<file path="config.mk">
export PLATFORM = sky130hd
export DESIGN_NAME = serial_subtractor
export DESIGN_NICKNAME = d
export VERILOG_FILES = /design/src/rtl/serial_subtractor.sv
export SDC_FILE = /design/constraint.sdc
export NUM_CORES = 1
export LEC_CHECK = 0
export CORE_ASPECT_RATIO = 2
export CORE_MARGIN = 5
export CORE_UTILIZATION = 35
export DETAILED_ROUTE_END_ITERATION = 7
export GPL_TIMING_DRIVEN = 1
export HOLD_SLACK_MARGIN = 0.05
export PLACE_DENSITY = 0.62
export SETUP_SLACK_MARGIN = 0.05
export SLEW_MARGIN = 20
export SYNTH_ARGS = -nofsm -noshare
export SYNTH_HDL_FRONTEND = slang
export SYNTH_SLANG_ARGS = --single-unit
</file>
<file path="constraint.sdc">
create_clock -name clk -period 6.1 [get_ports clk]
set_clock_uncertainty 0.2 [all_clocks]
set_input_delay 0.915 -clock clk [delete_from_list [all_inputs] [get_ports clk]]
set_output_delay 0.915 -clock clk [all_outputs]
set_load 0.05 [all_outputs]
</file>
<file path="src/rtl/serial_subtractor.sv">
// Bit-serial subtractor: diff = a - b, one bit per clock, LSB first,
// with a start/busy/done handshake and borrow/zero/overflow flags.
module serial_subtractor #(
    parameter int unsigned WIDTH = 32
) (
    input  logic             clk,
    input  logic             rst_n,
    input  logic             start,
    input  logic [WIDTH-1:0] a,
    input  logic [WIDTH-1:0] b,
    output logic             busy,
    output logic             done,
    output logic [WIDTH-1:0] diff,
    output logic             borrow,
    output logic             zero,
    output logic             overflow
);

    localparam int unsigned IDX_W = (WIDTH > 1) ? $clog2(WIDTH) : 1;

    typedef enum logic [1:0] {
        IDLE = 2'd0,
        RUN  = 2'd1,
        DONE = 2'd2
    } state_t;

    state_t           state;
    state_t           next_state;
    logic [WIDTH-1:0] a_reg;
    logic [WIDTH-1:0] b_reg;
    logic [WIDTH-1:0] work;
    logic [IDX_W-1:0] idx;
    logic             bin;

    logic             accept;
    logic             last;
    logic             a_bit;
    logic             b_bit;
    logic             d_bit;
    logic             bout;
    logic [WIDTH-1:0] result;

    always_ff @(posedge clk or negedge rst_n) begin
        if (!rst_n) begin
            state <= IDLE;
        end else begin
            state <= next_state;
        end
    end

    always_comb begin
        next_state = state;
        accept     = 1'b0;
        case (state)
            IDLE: begin
                if (start) begin
                    next_state = RUN;
                    accept     = 1'b1;
                end
            end
            RUN: begin
                if (last) begin
                    next_state = DONE;
                end
            end
            DONE: begin
                if (start) begin
                    next_state = RUN;
                    accept     = 1'b1;
                end else begin
                    next_state = IDLE;
                end
            end
            default: next_state = IDLE;
        endcase
    end

    assign busy = (state == RUN);
    assign done = (state == DONE);

    always_comb begin
        last   = (idx == IDX_W'(WIDTH - 1));
        a_bit  = a_reg[idx];
        b_bit  = b_reg[idx];
        d_bit  = a_bit ^ b_bit ^ bin;
        bout   = (~a_bit & b_bit) | (~(a_bit ^ b_bit) & bin);
        // Final bit is not yet in work on the last edge; splice it in for the flags.
        result = {d_bit, work[WIDTH-2:0]};
    end

    always_ff @(posedge clk or negedge rst_n) begin
        if (!rst_n) begin
            a_reg    <= '0;
            b_reg    <= '0;
            work     <= '0;
            idx      <= '0;
            bin      <= 1'b0;
            diff     <= '0;
            borrow   <= 1'b0;
            zero     <= 1'b0;
            overflow <= 1'b0;
        end else if (accept) begin
            a_reg <= a;
            b_reg <= b;
            idx   <= '0;
            bin   <= 1'b0;
        end else if (state == RUN) begin
            work[idx] <= d_bit;
            bin       <= bout;
            if (last) begin
                idx      <= '0;
                diff     <= result;
                borrow   <= bout;
                zero     <= ~|result;
                overflow <= (a_reg[WIDTH-1] != b_reg[WIDTH-1]) &
                            (result[WIDTH-1] != a_reg[WIDTH-1]);
            end else begin
                idx <= idx + IDX_W'(1);
            end
        end
    end

endmodule

</file>
==> metrics.txt <==
switching pwr ~1600 uW; startpoint types flop; share of cells above drive strength 1 between 30% and 40%; CTS buffer count 17; Yosys warning count 0; layout overhead on the synthesized area 27.96%; combinational share of power 36.4%; largest net degree at the start of global routing about 110; GRT overflow 0; vias in the first global route ~4500; number of routed nets with antenna violations 0; Max FO, Critical Path 35; die area 20740 sq um; area leader, netlist dfrtp_1; Post-CTS Resized 0; internal power 2625 uW; setup TNS 0 ns; final WL 14870 um; Sequential Power Share 40.8%; Fmax achieved 266.9 MHz; Placed Cells 752; drt via density about 5.2; commonest non-fill, non-tap cell in the layout dfrtp_1; Non-Filler Instances just under 800; number of port buffers around 100; Post-CTS Setup Inserts 0; Synth Register Bits ~140; Post-Syn Instances around 460; Std-Cell Rows 69; core area about 18000 sq um; DRC 0; final core occ 45.08%; syn nets ~530; First DRT Iteration DRCs around 170; Die H 198.8 um; Routability Congestion just under 0.8; CP max-delay cell dfrtp_1; CP required between 6 and 7 ns; routed len/inst 18.95 um; initial antenna violation count 0; global-route wire length before repair roughly 24000 um; maxcap violations 0; Clock Tree Buf Depth 2; Total Power around 4200 uW; Initial Util a little over a third; Seq/Total Area, Yosys ~55%; post-route minimum period 3.747 ns; die width 104.4 um; most frequent cells in the layout dfrtp_1 (137), mux2_2 (127), clkdlybuf4s50_1 (102), mux2i_1 (32), nor2_1 (26); critical path cell sequence or3b_1, o22a_1, o22ai_1, and4b_1, fa_2, nor4_1, nand4_1, o31ai_1; maximum VDD drop around 0.42 mV; WHS ~0.24 ns; Clock transition at path regs approximately 0.060 ns; dpl hpwl about 11000 um; mean post-synth cell area about 14 sq um; post-synth cell types 40; Slew Viols, Final 0; leakage power roughly 0.0033 uW; CP arrival roughly 3.9 ns; clock latency on the worst-skew pair 0.41 ns; CTS H-Tree Depth 4; Least-Margin Pin Slew just over 1 ns; Final period util about three fifths; RSZ-0062 raised after global routing no; GRT Total Usage about 15%; cts hold-fix bufs 0; root buffer cell clkbuf_16; Inserted Diodes 0; Max-slew headroom between 30% and 40%; CP endpoint kind flop; crit path kind flop to flop; post-layout net count 632; post-synth top area share 55.39%; count of final setup violators 0; CTS tree yes; HP Class primary input to async pin; Post-Syn Area ~6200 sq um; vias after detailed routing approximately 4100; Switching Fraction between 30% and 40%; clock network power share a little under a quarter; top cells by area, synth dfrtp_1 (55%), mux2_2 (23%), mux2i_1 (5.1%), nor2_1 (1.6%), buf_2 (1.4%); P per Cell Area 525.9 nW/um^2; status finished, final reports clean; CP max stage delay 1.00 ns; Ports 104; Sink Count 138; endpoints failing hold 0; drt pass-1 iters 4
-- power groups by stage --
stage | logic (uW) | registers (uW) | clock network, uW
floorplan | 1120 | 1640 | 0
global placement | 1470 | 1730 | 0
detailed placement | 1520 | 1740 | 0
CTS | 1530 | 1720 | 976
global route | 1660 | 1770 | 1020
finish | 1530 | 1710 | 958
-- path summary, 6_finish.rpt --
kind,from,endpoint,slack [ns],depth (start not counted)
setup / recovery,idx[3],zero,2.35,8
hold / removal,rst_n,diff[23],0.24,1
setup reg to reg,idx[3],zero,2.35,8
hold reg to reg,borrow,borrow,0.28,2
max in group asynchronous,rst_n,idx[0],4.29,3
min in group clk,borrow,borrow,0.28,2
-- Yosys cell counts --
cell and instances:
o221ai_1 4, or3b_2 1, o32a_1 2, or3b_4 1
nand2_2 2, o22a_1 3, nand3b_1 8, or3b_1 3
clkbuf_1 3, nor2b_1 3, ha_1 5, or3_1 3
mux2i_1 32, nand2_1 9, a21oi_1 1, a22o_1 3
nand3_1 7, inv_1 5, fa_1 1, nor2_1 26
o21ai_0 10, o32ai_1 1, and4b_1 1, dfrtp_1 138
buf_2 17, mux2_2 127, nand4_1 4, o32ai_2 1
nor3_2 1, buf_4 3, nor4_1 8, and2b_2 1
o22ai_1 7, nand2b_1 4, o31ai_1 2, nand4b_1 1
and3_1 1, buf_6 5, or4bb_1 1, nor3_1 6
-- cells by family after synthesis --
logic type               after synthesis  synth area share, %
flip-flops                           138                55.39
AND/OR/NAND/NOR                       91                8.148
AO/OA/AOI/OAI                         34                3.953
buffers and inverters                 33                3.110
adder cells (fa/ha/maj)                6                1.325
multiplexers                         159                28.08
-- layout make-up --
| class | count | area [sq um] |
|---|---|---|
| Clock buffer | 21 | 460.4 |
| Clock inverter | 11 | 97.59 |
| Fill cell | 1609 | 9721 |
| Inverter | 5 | 18.77 |
| Multi-Input combinational cell | 290 | 2597 |
| Sequential cell | 138 | 3455 |
| Tap cell | 213 | 266.5 |
| Timing Repair Buffer | 107 | 1082 |
-- worst max-delay path: cells and delay by family (launching register included) --
family,cells,cell delay [ns]
and+or+nand+nor,4,1.18
adders and majority gates,1,0.68
DFF,1,1.00
AOI/OAI and AO/OA,3,0.57
-- routing by layer --
metal	vias to the layer above	GRT usage, %	share of wire (%)
li1	1871	-	-
met1	2048	13.76	33
met2	109	28.93	59
met3	43	3.378	3.6
met4	0	7.493	3.8
met5	-	0	0
-- through the flow --
stage	setup WS (ns)	instance area [sq um]
2_1_floorplan	3.330	6235
3_3_place_gp	2.240	7390
3_5_place_dp	2.142	7390
4_1_cts	2.122	7948
5_1_grt	2.149	7978
6_report	2.353	7978
(Power assumes the default switching activity.)
